File: config.mk
export PLATFORM = sky130hd
export DESIGN_NAME = thumb_decode_queue
export DESIGN_NICKNAME = d
export VERILOG_FILES = /design/src/rtl/thumb_decode_queue.sv
export SDC_FILE = /design/constraint.sdc
export NUM_CORES = 1
export LEC_CHECK = 0
export ABC_AREA = 1
export CAP_MARGIN = 40
export CORE_ASPECT_RATIO = 1.2
export CORE_MARGIN = 2
export CORE_UTILIZATION = 50
export DETAILED_ROUTE_END_ITERATION = 6
export PLACE_DENSITY = 0.8
export SETUP_SLACK_MARGIN = 0.5
export SKIP_CTS_REPAIR_TIMING = 1
export SLEW_MARGIN = 20
export SYNTH_ARGS = -nofsm -noshare
export SYNTH_HDL_FRONTEND = slang
export SYNTH_SLANG_ARGS = --single-unit
File: constraint.sdc
create_clock -name clk -period 4.4 [get_ports clk]
set_input_delay 0.44 -clock clk [delete_from_list [all_inputs] [get_ports clk]]
set_output_delay 0.44 -clock clk [all_outputs]
set_load 0.1 [all_outputs]
File: src/rtl/thumb_decode_queue.sv
// Thumb-16 decode stage feeding a DEPTH-entry micro-op queue with flush and PC tracking.
// Latency 1 cycle into an empty queue; in_ready drops when full, with no pass-through.
module thumb_decode_queue #(
  parameter int DATA_W    = 32,
  parameter int REG_SEL_W = 4,
  parameter int UOP_W     = 5,
  parameter int DEPTH     = 2,
  parameter int ERR_W     = 8
) (
  input  logic                 clk,
  input  logic                 rst,
  input  logic                 in_valid,
  output logic                 in_ready,
  input  logic [15:0]          in_instr,
  input  logic [DATA_W-1:0]    in_pc,
  input  logic                 flush,
  output logic                 out_valid,
  input  logic                 out_ready,
  output logic [UOP_W-1:0]     uop,
  output logic                 num_to_rhs,
  output logic [DATA_W-1:0]    num,
  output logic [REG_SEL_W-1:0] sel_p0,
  output logic [REG_SEL_W-1:0] sel_p1,
  output logic [REG_SEL_W-1:0] sel_in,
  output logic [3:0]           cond,
  output logic [DATA_W-1:0]    out_pc,
  output logic                 explose,
  output logic [ERR_W-1:0]     err_count
);

  localparam int PTR_W = (DEPTH > 1) ? $clog2(DEPTH) : 1;
  localparam logic [PTR_W:0] DEPTH_C = (PTR_W+1)'(DEPTH);

  typedef struct packed {
    logic [UOP_W-1:0]     uop;
    logic                 num_to_rhs;
    logic [DATA_W-1:0]    num;
    logic [REG_SEL_W-1:0] sel_p0;
    logic [REG_SEL_W-1:0] sel_p1;
    logic [REG_SEL_W-1:0] sel_in;
    logic [3:0]           cond;
    logic [DATA_W-1:0]    pc;
    logic                 explose;
  } entry_t;

  function automatic logic [REG_SEL_W-1:0] rsel(input logic [2:0] r);
    return REG_SEL_W'(r);
  endfunction

  function automatic entry_t decode(input logic [15:0] i, input logic [DATA_W-1:0] pc);
    entry_t e;
    e      = '0;
    e.cond = 4'b1110;
    e.pc   = pc;
    if (i[15:11] == 5'b00000) begin
      if (i[10:6] != 5'd0) begin
        e.uop = UOP_W'(6); e.num = DATA_W'(i[10:6]);
        e.sel_p1 = rsel(i[5:3]); e.sel_in = rsel(i[2:0]); e.num_to_rhs = 1'b1;
      end else begin
        e.uop = UOP_W'(8); e.sel_p0 = rsel(i[5:3]); e.sel_in = rsel(i[2:0]);
      end
    end else if (i[15:11] == 5'b00011) begin
      e.uop    = i[9] ? UOP_W'(2) : UOP_W'(1);
      e.sel_p1 = rsel(i[5:3]);
      e.sel_in = rsel(i[2:0]);
      if (i[10]) begin
        e.num = DATA_W'(i[8:6]); e.num_to_rhs = 1'b1;
      end else begin
        e.sel_p0 = rsel(i[8:6]);
      end
    end else if (i[15:13] == 3'b001) begin
      e.num        = DATA_W'(i[7:0]);
      e.num_to_rhs = 1'b1;
      case (i[12:11])
        2'b00:   begin e.uop = UOP_W'(8); e.sel_in = rsel(i[10:8]); end
        2'b01:   begin e.uop = UOP_W'(5); e.sel_p1 = rsel(i[10:8]); end
        2'b10:   begin e.uop = UOP_W'(1); e.sel_p1 = rsel(i[10:8]); e.sel_in = rsel(i[10:8]); end
        default: begin e.uop = UOP_W'(2); e.sel_p1 = rsel(i[10:8]); e.sel_in = rsel(i[10:8]); end
      endcase
    end else if (i[15:6] == 10'b0100000001) begin
      e.uop = UOP_W'(4); e.sel_p0 = rsel(i[2:0]); e.sel_in = rsel(i[2:0]); e.sel_p1 = rsel(i[5:3]);
    end else if (i[15:12] == 4'b0110) begin
      // word-scaled offset; bit 11 splits store from load
      e.num = DATA_W'({i[10:6], 2'b00}); e.num_to_rhs = 1'b1; e.sel_p1 = rsel(i[5:3]);
      if (i[11]) begin
        e.uop = UOP_W'(10); e.sel_in = rsel(i[2:0]);
      end else begin
        e.uop = UOP_W'(9); e.sel_p0 = rsel(i[2:0]);
      end
    end else if (i[15:11] == 5'b11100) begin
      e.uop = UOP_W'(11);
      e.num = {{(DATA_W-11){i[10]}}, i[10:0]} << 1;
    end else if (i[15:12] == 4'b1101 && i[11:9] != 3'b111) begin
      e.uop  = UOP_W'(12);
      e.cond = i[11:8];
      e.num  = {{(DATA_W-8){i[7]}}, i[7:0]} << 1;
    end else begin
      e.cond    = 4'b1110;
      e.explose = 1'b1;
    end
    return e;
  endfunction

  entry_t             mem [DEPTH];
  entry_t             in_dec;
  entry_t             head;
  logic [PTR_W-1:0]   wr_ptr;
  logic [PTR_W-1:0]   rd_ptr;
  logic [PTR_W:0]     count;
  logic               push;
  logic               pop;

  assign in_dec    = decode(in_instr, in_pc);
  assign in_ready  = (count != DEPTH_C);
  assign out_valid = (count != '0);
  assign push      = in_valid && in_ready && !flush;
  assign pop       = out_valid && out_ready && !flush;

  always_ff @(posedge clk or posedge rst) begin
    if (rst) begin
      wr_ptr    <= '0;
      rd_ptr    <= '0;
      count     <= '0;
      err_count <= '0;
    end else begin
      if (flush) begin
        wr_ptr <= '0;
        rd_ptr <= '0;
        count  <= '0;
      end else begin
        if (push) wr_ptr <= wr_ptr + 1'b1;
        if (pop)  rd_ptr <= rd_ptr + 1'b1;
        case ({push, pop})
          2'b10:   count <= count + 1'b1;
          2'b01:   count <= count - 1'b1;
          default: count <= count;
        endcase
      end
      if (push && in_dec.explose && (err_count != {ERR_W{1'b1}}))
        err_count <= err_count + 1'b1;
    end
  end

  always_ff @(posedge clk) begin
    if (push) mem[wr_ptr] <= in_dec;
  end

  // storage is not cleared, so an empty queue must mask the stale head entry
  assign head       = out_valid ? mem[rd_ptr] : '0;
  assign uop        = head.uop;
  assign num_to_rhs = head.num_to_rhs;
  assign num        = head.num;
  assign sel_p0     = head.sel_p0;
  assign sel_p1     = head.sel_p1;
  assign sel_in     = head.sel_in;
  assign cond       = head.cond;
  assign out_pc     = head.pc;
  assign explose    = head.explose;

endmodule

# == Yosys cells after proc, flatten, opt, wreduce, memory -nomap -nowiden ==
# Memory sizes are Yosys's and may differ from the RTL's.
# Cells that the tools add are included.
# classes
add_sub_neg,5
mux,52
n_reduce_logical,15
eq_ne,13
# ops
operator,n
50-bit 2-to-1 mux,2
33-bit 2-to-1 mux,3
32-bit 2-to-1 mux,3
87-bit 2-to-1 mux,1
4-bit 2-to-1 mux,11
38-bit 2-to-1 mux,1
12-bit 2-to-1 mux,2
3-bit 2-to-1 mux,7
1-bit 2-to-1 mux,14
4-bit one-hot mux with 3 select lines,1
10-bit by 9-bit == test with 1-bit output (second input constant),1
5-bit 2-to-1 mux,2
8-bit by 1-bit adder with 8-bit output (second input constant),1
8-bit 2-to-1 mux,1
8-bit inequality test (second input constant),1
1-bit logical AND,7
2-bit 2-to-1 mux,3
2-bit nonzero test,3
5-bit by 2-bit == test with 1-bit output (second input constant),1
5-bit == test (second input constant),1
5-bit zero test,1
5-bit nonzero test,1
2-bit by 1-bit == test with 1-bit output (second input constant),2
2-bit == test (second input constant),2
other kinds (12),13
# word_totals
inputBits,53
out_inout_bits,97
mem_bits_rw,174
regBits,12
elab_cells,90
n_memories,1
# mem_list
memory,words,width,rd,rd_ports_with_merged_regs,write_ports,line_no,source
mem,2,87,1,0,1,104,entry_t mem [DEPTH];

# == Logic depth before layout (Yosys ltp) ==
# Gate-level depths: netlist of the first run.
# logic_depth
depth_word,11
depth_mapped,10
ltp_nobuf,10

# == Worst setup path before layout of the first run ==
# Ideal clock, no wire load.
# synth_timing
kind,reg2reg
startpoint,register count[0]
endpoint,"memory mem[0][0] in the netlist's numbering, enable pin"
slack_ns,-0.168
path_buffers,0
stages_incl_launch_ff,5
synth_period_minus_slack_ns,4.568
required_time_ns,3.914
setup_time_ns,0.486
arrival_time_ns,4.082
path_cell_list,dfrtp_1 > inv_1 > nand2_1 > nand3_1 > nor2_1
# synth_via
elab_chain_cells,5
# synth_lines
item,line_no,source
start: declaration,109,logic [PTR_W:0] count;
start signal: assignment,134,2'b10: count <= count + 1'b1;
start signal: assignment,135,2'b01: count <= count - 1'b1;
start signal: assignment,136,default: count <= count;
2-bit inequality test,114,assign in_ready = (count != DEPTH_C);
net in_ready,13,"output logic in_ready,"
1-bit logical AND (2 in a row),116,assign push = in_valid && in_ready && !flush;
1-bit 2-to-1 mux,145,if (push) mem[wr_ptr] <= in_dec;
1-bit 2-to-1 mux (implied by the code),145,
end: declaration,104,
# The timed path passes the listed nets, and every way through them passes these cells.

# == Worst setup path after layout of the first run ==
# layout_timing
startpoint,register rd_ptr
endpoint,output out_pc[17]
# layout_via
elab_chain_cells,2
# layout_lines
item,line_no,source
start: declaration,108,logic [PTR_W-1:0] rd_ptr;
start signal: assignment,132,if (pop) rd_ptr <= rd_ptr + 1'b1;
memory read 2 x 87 bit,n/a,
87-bit 2-to-1 mux,149,assign head = out_valid ? mem[rd_ptr] : '0;
end: declaration,26,"output logic [DATA_W-1:0] out_pc,"
# No other way between the ends.

==> results of run 1 <==
## kinds of logic (layout without fill, tap and decap cells)
family	Yosys count	after routing	share of synthesized area (%)
other cells	1	4	0.0576
buf+inv	91	260	6.92
fa+ha+maj	5	5	0.961
xor+xnor	3	3	0.404
simple gates	311	311	21.1
compound gates	96	96	7.79
flops	138	138	62.7
## critical path, stage by stage, from the launching register on
cell and delay [ns]:
dfrtp_2 0.36, buf_4 0.56, nand2_1 0.14, a21oi_1 0.22, clkdlybuf4s50_1 0.54, buf_8 0.20
## registers in the layout, indices dropped and copies added (netlist names)
| name | count |
|---|---|
| wr_ptr | 1 |
| count | 2 |
| err_count | 8 |
| rd_ptr | 1 |
| mem | 126 |
## synth_stat cells (2+ instances only)
cell type and count:
inv_2 4, buf_1 8, buf_6 2, edfxtp_1 126, o211ai_1 5, nor2_1 27, nor3_1 2, nand2_2 2
a21oi_1 70, buf_4 24, nand3_4 3, nor2_4 5, inv_1 38, ha_1 5, nand2_1 228, nand3_2 2
xnor2_1 2, nand4_1 17, nand3_1 20, clkbuf_1 12, o21ai_0 16, dfrtp_1 12
## worst paths after layout
path / start / to / slack, ns / cells past startpoint
max: rd_ptr$_DFFE_PP0P_ / out_pc[17] / 1.49 / 5
min: rst / wr_ptr$_DFFE_PP0P_ / 0.37 / 2
max reg2reg: count[1]$_DFFE_PP0P_ / count[0]$_DFFE_PP0P_ / 2.09 / 10
min reg2reg: err_count[1]$_DFFE_PP0P_ / err_count[1]$_DFFE_PP0P_ / 0.54 / 2
max in group asynchronous: rst / rd_ptr$_DFFE_PP0P_ / 3.65 / 2
min in group clk: err_count[1]$_DFFE_PP0P_ / err_count[1]$_DFFE_PP0P_ / 0.54 / 2
## metal layers
metal,GRT usage (%),vias up,wire [um]
li1,-,2487,-
met1,27.2,2513,6280
met2,40.9,199,8460
met3,4.91,31,886
met4,10.0,0,427
met5,0,-,0
## cell type report
class / count / area share (%)
Inverter: 44 / 1.89
Sequential cell: 138 / 46.1
Clock buffer: 18 / 4.85
Tap cell: 164 / 2.32
Multi-Input combinational cell: 419 / 22.7
Clock inverter: 14 / 1.38
Timing Repair Buffer: 184 / 20.7
## through the flow
stage	setup slack, ns	TNS [ns]
6_report	1.49	0
5_1_grt	1.35	0
4_1_cts	1.26	0
3_5_place_dp	1.67	0
3_3_place_gp	1.59	0
2_1_floorplan	-0.168	-19.82
==> metrics.csv, run 1 <==
stage,metric,value,unit
logic_synthesis,commonest register cell after synthesis,edfxtp_1,
logic_synthesis,"Async S/R FF share, synth",8.70,%
worst_setup_path,crit end category,primary output,
cts,Num CTS Buffers,17,
global_routing,largest net degree at the start of global routing,65,
placement,IO Port Bufs,145,
route,DRC viols,0,
timing,Fmax achieved,343,MHz
layout,number of fill cells,925,
logic_synthesis,Yosys top cell area share,58.1,%
timing,RSZ-0062 raised after global routing,no,
timing,final hold vios,0,
layout,Finished Layout Cells,981,
cts,Worst-Skew Late Latency,0.41,ns
floorplanning,row cnt,45,
route,post-DR vias/cell,5.33,
cts,Clock H-tree levels,4,
timing,final setup vio count,0,
timing,worst slew pin tran,0.830,ns
floorplanning,I/O pin count,150,
global_routing,initial antenna violation count,0,
route,Avg WL per Cell,16.4,um
cts,clock root cell,clkbuf_16,
logic_synthesis,Post-Syn Area per Cell,10.1,sq um
timing,Hold Slack,0.368,ns
logic_synthesis,Syn Inst Count,645,
worst_setup_path,critical path peak fanout,64,
layout,Reg area,4090,sq um
logic_synthesis,#FFs+latches synth,138,
floorplanning,Core Region,12700,sq um
layout,Layout Utilization,69.9,%
logic_synthesis,Yosys Warn Count,0,
logic_synthesis,Synth area leader,edfxtp_1,
logic_synthesis,register area share after synthesis,62.7,%
logic_synthesis,synthesized cell area,6510,sq um
cts,CTS max path bufs,2,
worst_setup_path,worst path arrival time,2.47,ns
placement,HPWL Detailed,10.9,mm
floorplanning,area of the die,14000,sq um
min_path,Hold Crit Class,input port to asynchronous set/reset pin,
logic_synthesis,post-synth cell types,37,
global_routing,grt total ovfl,0,
worst_setup_path,Critical Path RT,3.96,ns
layout,most frequent cells in the layout,"nand2_1, edfxtp_1, clkdlybuf4s50_1",
cts,CTS Sinks,138,
flow_run,max-cap violations,0,
timing,clk_skew,0.00871,ns
status,status,"finished, final reports clean",
layout,nets,862,
layout,"most common cell after layout, fill and taps aside",nand2_1,
global_routing,gr usage total,23.2,%
floorplanning,Die W,108,um
placement,placed insts,947,
floorplanning,Die H,129,um
layout,P&R area growth vs syn,36.1,%
layout,final instance area,8860,sq um
route,post-route ant nets,0,
timing,Slew headroom,44.7,%
placement,Area after DPL,8270,sq um
cts,Clock Pin Slew Worst Setup and Hold Paths,0.06,ns
global_routing,first-pass GRT wire length,24.7,mm
worst_setup_path,Critical Path Start Type,flip-flop,
route,drt first pass iters,5,
timing,Final Cycle Share,66.2,%
route,drt initial violations,423,
layout,fraction of layout cells with a size suffix above 1,19.7,%
timing,max-slew violations,0,
cts,CTS tree,built,
route,DR vias,5230,
logic_synthesis,Post-synth EDFFs,126,
timing,fin crit period,2.91,ns
layout,diode count,0,
floorplanning,Starting Density,51.4,%
placement,GP Congestion,0.941,
worst_setup_path,WS Path Type,flip-flop to primary output,
route,final wirelength,16.1,mm
layout,area of the multi-input gates,2010,sq um
logic_synthesis,Area contributors post-synth,"edfxtp_1, nand2_1, a21oi_1",
global_routing,vias in the first global route,5079,
Power of run 1 is not shown: default switching activity piles up to over one toggle a cycle in this logic, so the estimate is an artifact.
==> run 2, diff against run 1 <==
--- a/config.mk
+++ b/config.mk
@@ -9,9 +9,9 @@
 export CAP_MARGIN = 40
 export CORE_ASPECT_RATIO = 1.2
 export CORE_MARGIN = 2
-export CORE_UTILIZATION = 50
+export CORE_UTILIZATION = 46
 export DETAILED_ROUTE_END_ITERATION = 6
-export PLACE_DENSITY = 0.8
+export PLACE_DENSITY = 0.77
 export SETUP_SLACK_MARGIN = 0.5
 export SKIP_CTS_REPAIR_TIMING = 1
 export SLEW_MARGIN = 20
==> constraint.sdc (replaced) <==
create_clock -name clk -period 2.6 [get_ports clk]
set_input_delay 0.26 -clock clk [delete_from_list [all_inputs] [get_ports clk]]
set_output_delay 0.26 -clock clk [all_outputs]
set_load 0.1 [all_outputs]
==> metrics.csv, run 2 (synthesized netlist as in run 1, its figures left out) <==
stage,metric,value,unit,change
cts,Worst-Skew Late Latency,0.41,ns,about the same
floorplanning,Die W,113,um,+4.1%
route,DR vias,5198,,-0.61%
floorplanning,I/O pin count,150,,unchanged
global_routing,gr usage total,23.1,%,-0.043 points
timing,clk_skew,0.00936,ns,+0.000648 ns
global_routing,initial antenna violation count,0,,unchanged
route,DRC viols,0,,unchanged
layout,number of fill cells,940,,+1.6%
min_path,Hold Crit Class,input port to asynchronous set/reset pin,,
layout,fraction of layout cells with a size suffix above 1,29.8,%,+10 points
timing,final setup vio count,0,,unchanged
worst_setup_path,Critical Path Start Type,flip-flop,,
cts,Clock Pin Slew Worst Setup and Hold Paths,0.06,ns,about the same
worst_setup_path,crit end category,primary output,,
timing,RSZ-0062 raised after global routing,yes,,
worst_setup_path,WS Path Type,flip-flop to primary output,,
timing,fin crit period,2.09,ns,
route,post-DR vias/cell,5.35,,+0.31%
timing,setup TNS,0,ns,unchanged
layout,diode count,0,,unchanged
worst_setup_path,reg2reg path depth,10,,unchanged
cts,Num CTS Buffers,17,,unchanged
floorplanning,row cnt,47,,+4.4%
layout,max FFs per register,126,,unchanged
worst_setup_path,critical path peak fanout,21,,-67%
timing,final hold vios,0,,unchanged
layout,"most common cell after layout, fill and taps aside",nand2_1,,
route,drt first pass iters,5,,unchanged
cts,CTS tree,built,,
global_routing,largest net degree at the start of global routing,43,,-34%
cts,clock root cell,clkbuf_16,,
layout,most frequent cells in the layout,"nand2_1, edfxtp_1, buf_12",,
floorplanning,Die H,134,um,+4.1%
layout,area of the multi-input gates,2290,sq um,+14%
worst_setup_path,Critical Path RT,2.34,ns,-1.62 ns
route,Avg WL per Cell,17.8,um,+9.0%
route,drt initial violations,362,,-14%
route,final wirelength,17.3,mm,+8.0%
global_routing,first-pass GRT wire length,27.2,mm,+10%
placement,GP Congestion,0.909,,-3.5%
placement,HPWL Detailed,12.3,mm,+13%
cts,Clock H-tree levels,4,,unchanged
timing,Fmax achieved,478,MHz,
status,status,"finished, final reports clean",,
cts,CTS max path bufs,2,,unchanged
layout,Top reg by flops,mem,,
floorplanning,Core Region,13800,sq um,+9.1%
layout,nets,846,,-1.9%
floorplanning,Starting Density,47.1,%,-4.3 points
layout,Reg area,4090,sq um,unchanged
placement,IO Port Bufs,145,,unchanged
worst_setup_path,worst path arrival time,1.83,ns,-0.64 ns
timing,Final Cycle Share,80.5,%,
timing,max-slew violations,0,,unchanged
layout,Largest regs,"mem x126, err_count x8, count x2",,
floorplanning,area of the die,15100,sq um,+8.4%
global_routing,grt total ovfl,0,,unchanged
flow_run,max-cap violations,0,,unchanged
cts,CTS Sinks,138,,unchanged
layout,P&R area growth vs syn,52.7,%,
global_routing,vias in the first global route,5239,,+3.2%
route,post-route ant nets,0,,unchanged
-- run 2: cell types whose count changed in the layout (fill, tap and decap cells not counted), sizes merged --
| cell | delta |
|---|---|
| inv | +3 |
| buf | +13 |
| clkinv | -5 |
| clkdlybuf4s50 | -30 |
| bufinv | +3 |
-- run 2: critical path, stage by stage, from the launching register on --
cell      delay [ns]
dfrtp_2         0.44
clkinv_2        0.18
buf_6           0.23
nand2_1         0.15
a21oi_4         0.21
buf_12          0.20
-- run 2: routing by layer --
layer	vias to the layer above	track usage [%]	share of wire (%)
met5	-	0	0
met4	0	7.59	1.7
met3	23	4.29	5.2
met2	192	42.9	56
met1	2526	26.8	37
li1	2457	-	-
-- run 2: path summary, 6_finish.rpt --
kind                                           from                        to  slack (ns)
setup / recovery                 rd_ptr$_DFFE_PP0P_                out_pc[17]        0.51
hold / removal                                  rst      count[0]$_DFFE_PP0P_        0.16
setup reg to reg               count[1]$_DFFE_PP0P_      count[1]$_DFFE_PP0P_        0.89
hold reg to reg            err_count[1]$_DFFE_PP0P_  err_count[1]$_DFFE_PP0P_        0.54
max in group asynchronous                       rst        rd_ptr$_DFFE_PP0P_        2.10
min in group clk                           in_pc[8]       mem[0][9]$_DFFE_PP_        0.43
-- run 2: cell type report --
type	count	area share (%)
clock buffers	17	4.28
clock inverters	15	2.13
inverters	44	1.70
multi-input cells	419	23.0
flip-flops and latches	138	41.1
well taps	171	2.15
repair buffers	168	25.6
-- run 2: metrics by stage --
stage               cell area [sq um]  hold slack, ns  worst slack (ns)  std cells  util (%)
detailed placement               9170           0.538             0.365        934      66.4
global route                     9940           0.213             0.476        972      71.9
global placement                 9170           0.521             0.436        934      66.4
finish                           9940           0.155             0.506        972      71.9
CTS                              9810           0.156             0.325        966      71.0
floorplan                        6950           0.125             0.141        648         -
Power of run 2 is left out for the same reason.
==> run 3, diff against run 2 <==
==> constraint.sdc (replaced) <==
create_clock -name clk -period 1.7 [get_ports clk]
set_input_delay 0.17 -clock clk [delete_from_list [all_inputs] [get_ports clk]]
set_output_delay 0.17 -clock clk [all_outputs]
set_load 0.1 [all_outputs]
==> metrics.csv, run 3 (synthesized netlist as in run 1, its figures left out) <==
stage,metric,value,unit,change
worst_setup_path,reg2reg path depth,6,,-4
timing,Slew headroom,64.3,%,
power,static leakage,4.81,nW,
route,post-DR vias/cell,5.79,,+8.4%
layout,"most common cell after layout, fill and taps aside",nand2_1,,
placement,GP Congestion,0.911,,+0.20%
worst_setup_path,Reg2Reg Setup Slack,-0.03,ns,-0.92 ns
power,VDD IR max,0.00226,V,
cts,Clock H-tree levels,4,,unchanged
layout,Largest regs,"mem x126, err_count x8, count x2",,
worst_setup_path,Crit Reg-Reg Startpoint,count[1]$_DFFE_PP0P_,,
worst_setup_path,critical path peak fanout,5,,-76%
floorplanning,area of the die,15100,sq um,unchanged
cts,Num CTS Buffers,17,,unchanged
layout,number of fill cells,552,,-41%
worst_setup_path,worst path arrival time,1.82,ns,about the same
timing,final setup vio count,108,,+108
route,drt first pass iters,5,,unchanged
floorplanning,row cnt,47,,unchanged
worst_setup_path,cell count along the critical path,6,,+1
layout,Layout Utilization,87.6,%,+16 points
worst_setup_path,Buf/Inv on CP,4,,+1
layout,most frequent cells in the layout,"nand2_1, edfxtp_1, buf_12",,
route,Avg WL per Cell,24.2,um,+36%
layout,Top reg by flops,mem,,
status,status,finished with violations,,
floorplanning,Starting Density,47.1,%,unchanged
global_routing,largest net degree at the start of global routing,43,,unchanged
layout,diode count,0,,unchanged
worst_setup_path,WS Path Type,flip-flop to primary output,,
worst_setup_path,crit end category,primary output,,
route,DR vias,6229,,+20%
worst_setup_path,crit-path max cell delay,0.48,ns,+0.04 ns
worst_setup_path,R2R Path End,mem[0][0]$_DFFE_PP_,,
layout,P&R area growth vs syn,86.0,%,
timing,clk_skew,0.00966,ns,+0.000301 ns
floorplanning,Die H,134,um,unchanged
layout,max FFs per register,126,,unchanged
floorplanning,Core Region,13800,sq um,unchanged
flow_run,max-cap violations,0,,unchanged
cts,Clock Pin Slew Worst Setup and Hold Paths,0.07,ns,about the same
placement,HPWL Detailed,13.2,mm,+7.4%
route,final wirelength,26.0,mm,+50%
timing,setup ws final,-0.289,ns,-0.795 ns
route,drt initial violations,486,,+34%
cts,clock root cell,clkbuf_16,,
worst_setup_path,Critical Path RT,1.53,ns,-0.81 ns
status,failing checks,setup timing,,
timing,RSZ-0062 raised after global routing,yes,,
timing,fin crit period,1.99,ns,
floorplanning,I/O pin count,150,,unchanged
global_routing,initial antenna violation count,0,,unchanged
layout,fraction of layout cells with a size suffix above 1,46.9,%,+17 points
global_routing,first-pass GRT wire length,29.1,mm,+6.9%
timing,final hold vios,0,,unchanged
worst_setup_path,Critical Path Slowest Stage Cell,dfrtp_2,,
global_routing,vias in the first global route,5705,,+8.9%
cts,CTS Sinks,138,,unchanged
timing,Fmax achieved,503,MHz,
power,Final Power,0.0260,W,
route,DRC viols,0,,unchanged
placement,IO Port Bufs,145,,unchanged
placement,dpl ws,-0.281,ns,-0.646 ns
global_routing,gr usage total,24.9,%,+1.8 points
worst_setup_path,crit path cell chain,buf_12 > nand2_2 > a21oi_4 > buf_12 > clkbuf_16 > buf_16,,
floorplanning,Die W,113,um,unchanged
timing,setup TNS,-19.65,ns,-19.65 ns
layout,nets,949,,+12%
timing,worst slew pin tran,0.535,ns,
layout,Finished Layout Cells,1075,,+11%
worst_setup_path,CP Launch Point,rd_ptr$_DFFE_PP0P_,,
route,post-route ant nets,0,,unchanged
placement,placed insts,984,,+5.4%
min_path,Hold Crit Class,input port to asynchronous set/reset pin,,
global_routing,grt total ovfl,0,,unchanged
cts,CTS tree,built,,
worst_setup_path,Setup crit end,num[20],,
worst_setup_path,Critical Path Start Type,flip-flop,,
worst_setup_path,CP most frequent cell,buf_12,,
cts,Worst-Skew Late Latency,0.43,ns,+0.02 ns
timing,max-slew violations,0,,unchanged
power,PD cells,2150,nW/um^2,
timing,Final Cycle Share,117,%,
worst_setup_path,cell family with most CP delay,buffers and inverters,,
cts,CTS max path bufs,2,,unchanged
run 3: cell types whose count changed in the layout (fill, tap and decap cells not counted), moves of 8 or more:
cell,previous run,this run
a21oi_2,59,2
a21oi_4,4,61
nand2_1,226,178
buf_4,22,69
nand2_2,3,46
buf_12,89,111
clkbuf_16,18,32
buf_6,2,13
clkdlybuf4s50_1,52,42
buf_16,0,8
dfrtp_1,11,3
run 3: cell type report:
cell class / instances / area, sq um / area share, %
clock inverters: 15 / 151 / 1.25
inverters: 44 / 183 / 1.51
repair buffers: 271 / 4050 / 33.4
flip-flops and latches: 138 / 4100 / 33.9
clock buffers: 17 / 425 / 3.51
multi-input cells: 419 / 2990 / 24.7
well taps: 171 / 214 / 1.77
run 3: metal layers:
metal	global-route usage, %	wire, um	share of wire (%)
met1	29.1	9060	35
met2	45.4	14000	54
met3	3.52	1800	6.9
met4	10.8	1200	4.6
met5	0	0	0
run 3: where the power goes:
group / internal [W] / switching [W]
logic: 0.00647 / 0.0115
clock network: 0.00207 / 0.00167
registers: 0.00411 / 0.000274
run 3: worst min-delay path by stage:
stage,startpoint,to,slack (ns)
floorplan,rst,count[0]$_DFFE_PP0P_,0.03
global placement,rst,count[0]$_DFFE_PP0P_,0.51
detailed placement,rst,wr_ptr$_DFFE_PP0P_,0.55
CTS,rst,count[0]$_DFFE_PP0P_,0.1
global route,rst,wr_ptr$_DFFE_PP0P_,0.12
finish,rst,count[0]$_DFFE_PP0P_,0.09
run 3: metrics by stage:
stage | hold slack [ns] | instance area [sq um]
after CTS | 0.0978 | 10900
after floorplan | 0.0344 | 7450
after detailed placement | 0.547 | 10300
final | 0.0946 | 12100
after global routing | 0.115 | 12100
after global placement | 0.509 | 10300
(Power assumes the default switching activity.)
